**src/rtl/mem_arb_pkg.sv**
```systemverilog
// Shared encodings for the unified memory-port arbiter: FSM states and owner codes.
package mem_arb_pkg;

  typedef enum logic [1:0] {
    S_IDLE = 2'd0,
    S_ACC  = 2'd1,
    S_WAIT = 2'd2,
    S_RESP = 2'd3
  } arb_state_t;

  localparam logic [1:0] OWN_NONE = 2'b00;
  localparam logic [1:0] OWN_CPU  = 2'b01;
  localparam logic [1:0] OWN_LDR  = 2'b10;

endpackage

```
**src/rtl/arb_lat_counter.sv**
```systemverilog
// Loadable down-counter that times the memory read latency; done marks the last wait cycle.
module arb_lat_counter #(
  parameter int MEM_LAT = 1
) (
  input  logic clk,
  input  logic rst,
  input  logic load,
  input  logic dec,
  output logic done
);

  localparam int CW = $clog2(MEM_LAT + 1);

  logic [CW-1:0] cnt;

  always_ff @(posedge clk or posedge rst) begin
    if (rst) begin
      cnt <= '0;
    end else if (load) begin
      cnt <= CW'(MEM_LAT);
    end else if (dec && cnt != '0) begin
      cnt <= cnt - 1'b1;
    end
  end

  // cnt holds the wait cycles remaining including the current one
  assign done = (cnt == CW'(1));

endmodule

```
**src/rtl/mem_port_arbiter.sv**
```systemverilog
// Shares one memory port between the CPU and the program loader: CPU priority with a
// burst limit, one latched access at a time, fixed read latency, one-cycle ack.
module mem_port_arbiter
  import mem_arb_pkg::*;
#(
  parameter int WIDTH     = 32,
  parameter int ADDR_W    = 8,
  parameter int MEM_LAT   = 1,
  parameter int CPU_BURST = 4
) (
  input  logic              clk,
  input  logic              rst,
  input  logic              cpu_req,
  input  logic              cpu_we,
  input  logic [ADDR_W-1:0] cpu_addr,
  input  logic [WIDTH-1:0]  cpu_wdata,
  output logic [WIDTH-1:0]  cpu_rdata,
  output logic              cpu_ack,
  input  logic              ldr_req,
  input  logic              ldr_we,
  input  logic [ADDR_W-1:0] ldr_addr,
  input  logic [WIDTH-1:0]  ldr_wdata,
  output logic [WIDTH-1:0]  ldr_rdata,
  output logic              ldr_ack,
  output logic              mem_en,
  output logic              mem_we,
  output logic [ADDR_W-1:0] mem_addr,
  output logic [WIDTH-1:0]  mem_wdata,
  input  logic [WIDTH-1:0]  mem_rdata,
  output logic [1:0]        owner
);

  // Handshake: a requester holds req (with we/addr/wdata stable) until its one-cycle ack;
  // signals are sampled only in IDLE at grant, and req must drop or change after ack.

  localparam int BW = $clog2(CPU_BURST + 1);

  arb_state_t        state, state_nxt;
  logic [1:0]        owner_q;
  logic              we_q;
  logic [ADDR_W-1:0] addr_q;
  logic [WIDTH-1:0]  wdata_q;
  logic [WIDTH-1:0]  rdata_q;
  logic [BW-1:0]     burst_cnt;
  logic              grant_cpu, grant_ldr;
  logic              lat_done;

  always_comb begin
    grant_cpu = 1'b0;
    grant_ldr = 1'b0;
    if (state == S_IDLE) begin
      if (cpu_req && ldr_req) begin
        if (burst_cnt == BW'(CPU_BURST)) grant_ldr = 1'b1;
        else                             grant_cpu = 1'b1;
      end else begin
        grant_cpu = cpu_req;
        grant_ldr = ldr_req;
      end
    end
  end

  always_comb begin
    state_nxt = state;
    case (state)
      S_IDLE:  if (grant_cpu || grant_ldr) state_nxt = S_ACC;
      S_ACC:   state_nxt = we_q ? S_RESP : S_WAIT;
      S_WAIT:  if (lat_done) state_nxt = S_RESP;
      S_RESP:  state_nxt = S_IDLE;
      default: state_nxt = S_IDLE;
    endcase
  end

  always_ff @(posedge clk or posedge rst) begin
    if (rst) state <= S_IDLE;
    else     state <= state_nxt;
  end

  always_ff @(posedge clk or posedge rst) begin
    if (rst) begin
      owner_q <= OWN_NONE;
      we_q    <= 1'b0;
      addr_q  <= '0;
      wdata_q <= '0;
    end else if (grant_cpu) begin
      owner_q <= OWN_CPU;
      we_q    <= cpu_we;
      addr_q  <= cpu_addr;
      wdata_q <= cpu_wdata;
    end else if (grant_ldr) begin
      owner_q <= OWN_LDR;
      we_q    <= ldr_we;
      addr_q  <= ldr_addr;
      wdata_q <= ldr_wdata;
    end
  end

  // Counts CPU grants taken while the loader waits; a full count hands the next tie to it
  always_ff @(posedge clk or posedge rst) begin
    if (rst) begin
      burst_cnt <= '0;
    end else if (grant_ldr) begin
      burst_cnt <= '0;
    end else if (grant_cpu) begin
      if (!ldr_req)                          burst_cnt <= '0;
      else if (burst_cnt != BW'(CPU_BURST)) burst_cnt <= burst_cnt + 1'b1;
    end
  end

  // Cleared at grant so that a write completes with zero read data
  always_ff @(posedge clk or posedge rst) begin
    if (rst) begin
      rdata_q <= '0;
    end else if (grant_cpu || grant_ldr) begin
      rdata_q <= '0;
    end else if (state == S_WAIT && lat_done) begin
      rdata_q <= mem_rdata;
    end
  end

  arb_lat_counter #(
    .MEM_LAT(MEM_LAT)
  ) u_lat (
    .clk  (clk),
    .rst  (rst),
    .load (state == S_ACC),
    .dec  (state == S_WAIT),
    .done (lat_done)
  );

  assign mem_en    = (state == S_ACC);
  assign mem_we    = mem_en & we_q;
  assign mem_addr  = addr_q;
  assign mem_wdata = wdata_q;
  assign owner     = (state == S_IDLE) ? OWN_NONE : owner_q;
  assign cpu_ack   = (state == S_RESP) && (owner_q == OWN_CPU);
  assign ldr_ack   = (state == S_RESP) && (owner_q == OWN_LDR);
  assign cpu_rdata = cpu_ack ? rdata_q : '0;
  assign ldr_rdata = ldr_ack ? rdata_q : '0;

endmodule

```
**config.mk**
```make
export PLATFORM = sky130hd
export DESIGN_NAME = mem_port_arbiter
export DESIGN_NICKNAME = d
export VERILOG_FILES = /design/src/rtl/mem_arb_pkg.sv /design/src/rtl/arb_lat_counter.sv /design/src/rtl/mem_port_arbiter.sv
export SDC_FILE = /design/constraint.sdc
export NUM_CORES = 1
export LEC_CHECK = 0
export ABC_AREA = 1
export CORE_ASPECT_RATIO = 1.75
export CORE_MARGIN = 2
export CORE_UTILIZATION = 30
export CTS_CLUSTER_DIAMETER = 50
export CTS_CLUSTER_SIZE = 20
export DETAILED_ROUTE_END_ITERATION = 10
export GPL_TIMING_DRIVEN = 0
export SYNTH_ARGS = -nofsm -noshare
export SYNTH_HDL_FRONTEND = slang
export SYNTH_SLANG_ARGS = --single-unit
```
**constraint.sdc**
```tcl
create_clock -name clk -period 3 [get_ports clk]
set_input_delay 0.6 -clock clk [delete_from_list [all_inputs] [get_ports clk]]
set_output_delay 0.6 -clock clk [all_outputs]
set_load 0.1 [all_outputs]
```
==> impl_metrics.py, run 1 <==
metrics = {
    "placed_design": {
        "place.gp.congestion": 0.771,
        "port_buffers": 227,
        "hpwl_um": 11600,
        "placed_cells": 1012,
    },
    "worst_hold_path": {
        "hold-path-endpoint": "mem_wdata[10]$_DFFE_PP0P_",
        "hold_depth": 2,
        "min_path_type": "register to register",
        "hp-start": "mem_wdata[10]$_DFFE_PP0P_",
    },
    "sta": {
        "clock_skew_ns": 0.00649,
        "period_needed_ns": 2.88,
        "period_share": 0.959,
        "worst_pin_slew_ns": 1.06,
        "hold_viol": 0,
        "relSlewSlack": 0.294,
        "fmaxAchievable_mhz": 348,
        "slew_violations": 0,
        "setup_viol": 0,
    },
    "critical_path": {
        "crit_required_ns": 2.40,
        "r2r_end": "mem_wdata[30]$_DFFE_PP0P_",
        "cp-start-kind": "register",
        "cp-startpoint": "state[0]$_DFFE_PP0P_",
        "cp-end-kind": "output port",
        "reg2reg_depth": 7,
        "timing.rr.start": "state[0]$_DFFE_PP0P_",
        "cp_max_fo": 10,
        "path_class": "register to output port",
        "reg2reg_slack_ns": 1.27,
        "arrival_ns": 2.28,
    },
    "clock_tree": {
        "postCtsSetupBuffers": 0,
        "cts_max_path_buffers": 2,
        "clkTransAtPathRegs_ns": 0.06,
        "cts_num_sinks": 81,
        "cts_buffers": 9,
        "ctsRootBufferMaster": "clkbuf_16",
        "post_cts_resized": 188,
        "tritoncts": "built",
        "clk_latency_ns": 0.33,
        "hold_buffers": 0,
        "htree_levels": 3,
    },
    "global_routing": {
        "gr-usage-met1": 0.188,
        "grt_pass1_wl_um": 23200,
        "antenna_found_initial": 1,
        "met3_usage": 0.0306,
        "grt_busiest_layer": "met2",
        "met2_usage": 0.365,
        "grt_pass1_vias": 4818,
        "grt-ovfl-total": 0,
        "grt_max_degree": 43,
        "grt_use_total": 0.188,
    },
    "job": {
        "max-cap-violations": 0,
    },
    "logic_synthesis": {
        "synthCells": 604,
        "synth_fp_nets": 728,
        "yosysSeqAreaShare": 0.457,
        "synth_cell_types": 21,
        "synth.ff_latch_count": 81,
        "synth_area_mm2": 0.00443,
        "synth_warnings": 0,
        "postSynthAreaPerCell_um2": 7.34,
    },
    "status": {
        "status": "complete, no violations",
    },
    "floorplanning": {
        "die_y_um": 165,
        "core_mm2": 0.0144,
        "row_count": 58,
        "ioPinCount": 228,
        "die_area_mm2": 0.0158,
        "start_util": 0.307,
        "die_x_um": 95.9,
    },
    "pwr": {
        "ir_drop_mv": 0.614,
        "power_density_mw_per_mm2": 1090,
        "p_leak_nw": 3.42,
    },
    "detailed_routing": {
        "drc_errors": 0,
        "firstDrtPassIters": 4,
        "final_antenna_net_count": 0,
        "routedWlPerCell_um": 14.4,
        "drtIter0Drc": 137,
        "vias": 4655,
        "wirelength_um": 14800,
        "viasPerCell": 4.53,
    },
    "cells_and_area": {
        "syn_to_final_growth_pct": 61.6,
        "fin_cells": 1028,
        "n_fill_cell": 1433,
        "final_layout_size_suffix_gt1_frac": 0.153,
        "multiInputGateArea_mm2": 0.00182,
        "seqCellArea_mm2": 0.00203,
        "final_nets": 967,
        "fin_util": 0.496,
    },
}
[flip-flops by register name (all words and copies together) (netlist names)]
signal	count
mem_wdata	32
rdata_q	32
mem_addr	8
burst_cnt	3
owner_q	2
state	2
u_lat.done	1
we_q	1
[worst max path at each step]
stage | endpoint | slack [ns] | cells after the start
after floorplan | cpu_rdata[22] | 0.20 | 4
after global placement | mem_wdata[21]$_DFFE_PP0P_ | -1.17 | 2
after detailed placement | ldr_rdata[3] | -0.14 | 5
after CTS | mem_we | 0.02 | 5
after global routing | ldr_rdata[7] | -0.003 | 5
final | cpu_rdata[23] | 0.12 | 5
[placed cells by master (no fill, tap or decap), drive strengths merged]
master,n
a21oi,32
buf,53
bufinv,2
clkbuf,24
clkdlybuf4s15,27
clkdlybuf4s18,6
clkdlybuf4s50,158
clkinv,1
clkinvlp,1
dfrtp,81
diode,1
dlygate4sd2,7
dlymetal6s2s,1
ha,6
inv,95
nand2,171
nand3,110
nor2,67
o21ai,2
o21bai,1
o22ai,2
[power breakdown]
group          switching (mW)  total [mW]  internal [mW]
logic                    3.66        4.91           1.25
clock network           0.430        1.18          0.750
registers               0.229        1.74           1.51
[logic make-up (layout without fill, tap and decap cells)]
logic type      after synthesis  count (layout)  synth area share
other cells                   0               1                 0
fa+ha+maj                     6               6            0.0169
compound gates               37              37            0.0598
buf+inv                     132             375             0.132
simple gates                348             348             0.334
flops                        81              81             0.457
[cell type report]
type                            count  area share
Clock buffer                       11      0.0339
Sequential cell                    81       0.283
Inverter                           95      0.0503
Buffer                             37      0.0316
Multi-Input combinational cell    391       0.255
Antenna cell                        1    0.000349
Tap cell                          180      0.0314
Timing Repair Buffer              228       0.304
Clock inverter                      4      0.0107
[per-layer routing]
layer | part of all wire | routed length [µm] | vias to the layer above
met2 | 0.57 | 8450 | 149
li1 | - | - | 2329
met1 | 0.35 | 5140 | 2148
met3 | 0.052 | 772 | 29
met4 | 0.032 | 473 | 0
met5 | 0 | 0 | -
[stage by stage]
| stage | hold WS [ns] | TNS (ns) | instance area (µm²) | power (mW) | setup WS (ns) |
|---|---|---|---|---|---|
| 6_report | 0.506 | 0 | 7160 | 7.82 | 0.123 |
| 5_1_grt | 0.542 | -0.00271 | 7160 | 8.26 | -0.00271 |
| 4_1_cts | 0.513 | 0 | 7340 | 7.92 | 0.0185 |
| 3_5_place_dp | 0.494 | -5.80 | 6950 | 6.72 | -0.139 |
| 3_3_place_gp | 0.496 | -97.37 | 6930 | 6.65 | -1.17 |
| 2_1_floorplan | 0.495 | 0 | 4430 | 5.40 | 0.204 |
[synth_stat cells, drive strengths merged]
cell / n / area [µm²]
a21oi: 32 / 235
nand3: 110 / 556
inv: 94 / 353
clkinv: 1 / 5.00
dfrtp: 81 / 2030
o22ai: 2 / 12.5
clkbuf: 13 / 48.8
nor2: 67 / 251
buf: 24 / 176
ha: 6 / 75.1
o21bai: 1 / 7.51
o21ai: 2 / 10.0
nand2: 171 / 676
[critical path, stage by stage, from the launching register on]
cell	delay, ns
dfrtp_1	0.43
ha_1	0.20
nand3_1	0.27
clkbuf_1	0.33
nor2_1	0.17
clkdlybuf4s18_2	0.56
Power figures use the tool's default switching activity.
==> run 2: changes to the inputs <==
- CTS_CLUSTER_SIZE: 20 -> 12
- GPL_ROUTABILITY_DRIVEN: default -> 0
==> results of run 2 <==
Same layout as run 1: the final DEF is identical, and so are final timing and power.
==> run 3: changes to the inputs <==
- RECOVER_POWER: default -> 25
==> run 3 against run 2 <==
  * Global-route usage stayed put
  * Critical endpoint unchanged
  * The run now ends with max-capacitance violations, max-slew violations left
  * Largest cell class unchanged
  * First-iteration DRC count stayed put
  * Largest power group unchanged
  * Wire length hardly changed
  * Worst hold slack stayed put
  * Core utilization hardly changed
==> impl_metrics.py, run 3 (same netlist as run 1, synthesis figures left out) <==
metrics = {
    "sta": {
        "finalSetupTns_ns": 0,
        "slew_violations": 42,
        "period_share": 0.959,
        "hold_viol": 0,
        "worst_pin_slew_ns": 1.68,
        "period_needed_ns": 2.88,
        "relSlewSlack": -0.122,
        "setup_viol": 0,
        "fmaxAchievable_mhz": 348,
        "clock_skew_ns": 0.00648,
    },
    "clock_tree": {
        "tritoncts": "built",
        "postCtsSetupBuffers": 0,
        "clkTransAtPathRegs_ns": 0.06,
        "htree_levels": 3,
        "clk_latency_ns": 0.33,
        "cts_num_sinks": 81,
        "cts_buffers": 9,
        "hold_buffers": 0,
        "cts_max_path_buffers": 2,
        "ctsRootBufferMaster": "clkbuf_16",
    },
    "critical_path": {
        "critical-path-slowest-cell": "clkdlybuf4s18_2",
        "path_class": "register to output port",
        "cp-end-kind": "output port",
        "cp-start-kind": "register",
        "arrival_ns": 2.28,
        "cp_max_fo": 10,
        "crit_required_ns": 2.40,
        "crit_chain": "ha_1 > nand3_1 > clkbuf_1 > nor2_1 > clkdlybuf4s18_2",
        "max_stage_delay_ns": 0.56,
    },
    "worst_hold_path": {
        "min_path_type": "register to register",
    },
    "cells_and_area": {
        "fin_cells": 1028,
        "fin_area_mm2": 0.00716,
        "syn_to_final_growth_pct": 61.5,
        "fin_util": 0.496,
        "final_cell_mix": "nand2_1, clkdlybuf4s50_1, nand3_1",
        "final_nets": 967,
        "final_common_cell": "nand2_1",
        "final_layout_size_suffix_gt1_frac": 0.152,
    },
    "placed_design": {
        "port_buffers": 227,
        "dpl_cell_area_mm2": 0.00695,
        "hpwl_um": 11600,
        "placed_cells": 1012,
    },
    "pwr": {
        "ir_drop_mv": 0.614,
        "power_density_mw_per_mm2": 1090,
        "p_leak_nw": 3.42,
    },
    "global_routing": {
        "grt_use_total": 0.188,
        "grt-ovfl-total": 0,
        "grt_pass1_vias": 4818,
        "grt_max_degree": 43,
        "grt_pass1_wl_um": 23200,
        "antenna_found_initial": 1,
    },
    "detailed_routing": {
        "vias": 4648,
        "drc_errors": 0,
        "wirelength_um": 14800,
        "drtIter0Drc": 137,
        "viasPerCell": 4.52,
        "firstDrtPassIters": 4,
        "final_antenna_net_count": 0,
        "routedWlPerCell_um": 14.4,
    },
    "floorplanning": {
        "die_area_mm2": 0.0158,
        "core_mm2": 0.0144,
        "die_y_um": 165,
        "row_count": 58,
        "die_x_um": 95.9,
        "start_util": 0.307,
        "ioPinCount": 228,
    },
    "status": {
        "violations": "max-capacitance violations, max-slew violations",
        "status": "complete, but fails checks",
    },
    "job": {
        "max-cap-violations": 1,
    },
}
run 3: repair_timing:
item,4_1_cts,5_1_grt
endpoints found under the hold margin,0,0
setup endpoints to repair,68,37
gates cloned,0,0
resized for setup,188,66
run 3: cell type report:
class | count | area, µm²
diodes | 1 | 2.50
plain buffers | 37 | 226
clock buffers | 11 | 243
clock inverters | 4 | 76.3
fillers | 1434 | 7280
inverters | 95 | 358
multi-input cells | 391 | 1820
flip-flops and latches | 81 | 2030
well taps | 180 | 225
repair buffers | 228 | 2180
run 3: worst max-delay path, delay by kind of cell, from the launching register on:
| kind | cells | cell delay (ns) |
|---|---|---|
| fa+ha+maj | 1 | 0.20 |
| buf+inv | 2 | 0.89 |
| simple gates | 2 | 0.44 |
| flops | 1 | 0.43 |
run 3: worst paths after layout:
kind	from	end	slack, ns	cells past startpoint
max reg2reg	state[0]$_DFFE_PP0P_	mem_wdata[30]$_DFFE_PP0P_	1.27	7
max	state[0]$_DFFE_PP0P_	cpu_rdata[23]	0.12	5
min in group asynchronous	rst	rdata_q[7]$_DFFE_PP0P_	1.24	2
max in group asynchronous	rst	owner_q[1]$_DFFE_PP0P_	0.76	2
min	mem_wdata[10]$_DFFE_PP0P_	mem_wdata[10]$_DFFE_PP0P_	0.51	2
min reg2reg	mem_wdata[10]$_DFFE_PP0P_	mem_wdata[10]$_DFFE_PP0P_	0.51	2
run 3: routing by layer:
| metal | GRT usage | vias up | wire length, µm |
|---|---|---|---|
| met5 | 0 | - | 0 |
| li1 | - | 2330 | - |
| met3 | 0.0306 | 27 | 767 |
| met1 | 0.188 | 2148 | 5150 |
| met4 | 0.0870 | 0 | 462 |
| met2 | 0.365 | 143 | 8460 |
run 3: where the power goes:
group          switching, mW  internal, mW  leakage (nW)
combinational           3.66          1.25          2.22
clock                  0.430         0.750         0.152
sequential             0.229          1.51          1.04
total                   4.32          3.51          3.42
run 3: through the flow:
step	total power, mW	hold WS, ns	setup WS [ns]
final	7.82	0.506	0.123
after global routing	8.26	0.542	-0.00271
after CTS	7.92	0.513	0.0185
after detailed placement	6.72	0.494	-0.139
after global placement	6.65	0.496	-1.17
after floorplan	5.40	0.495	0.204
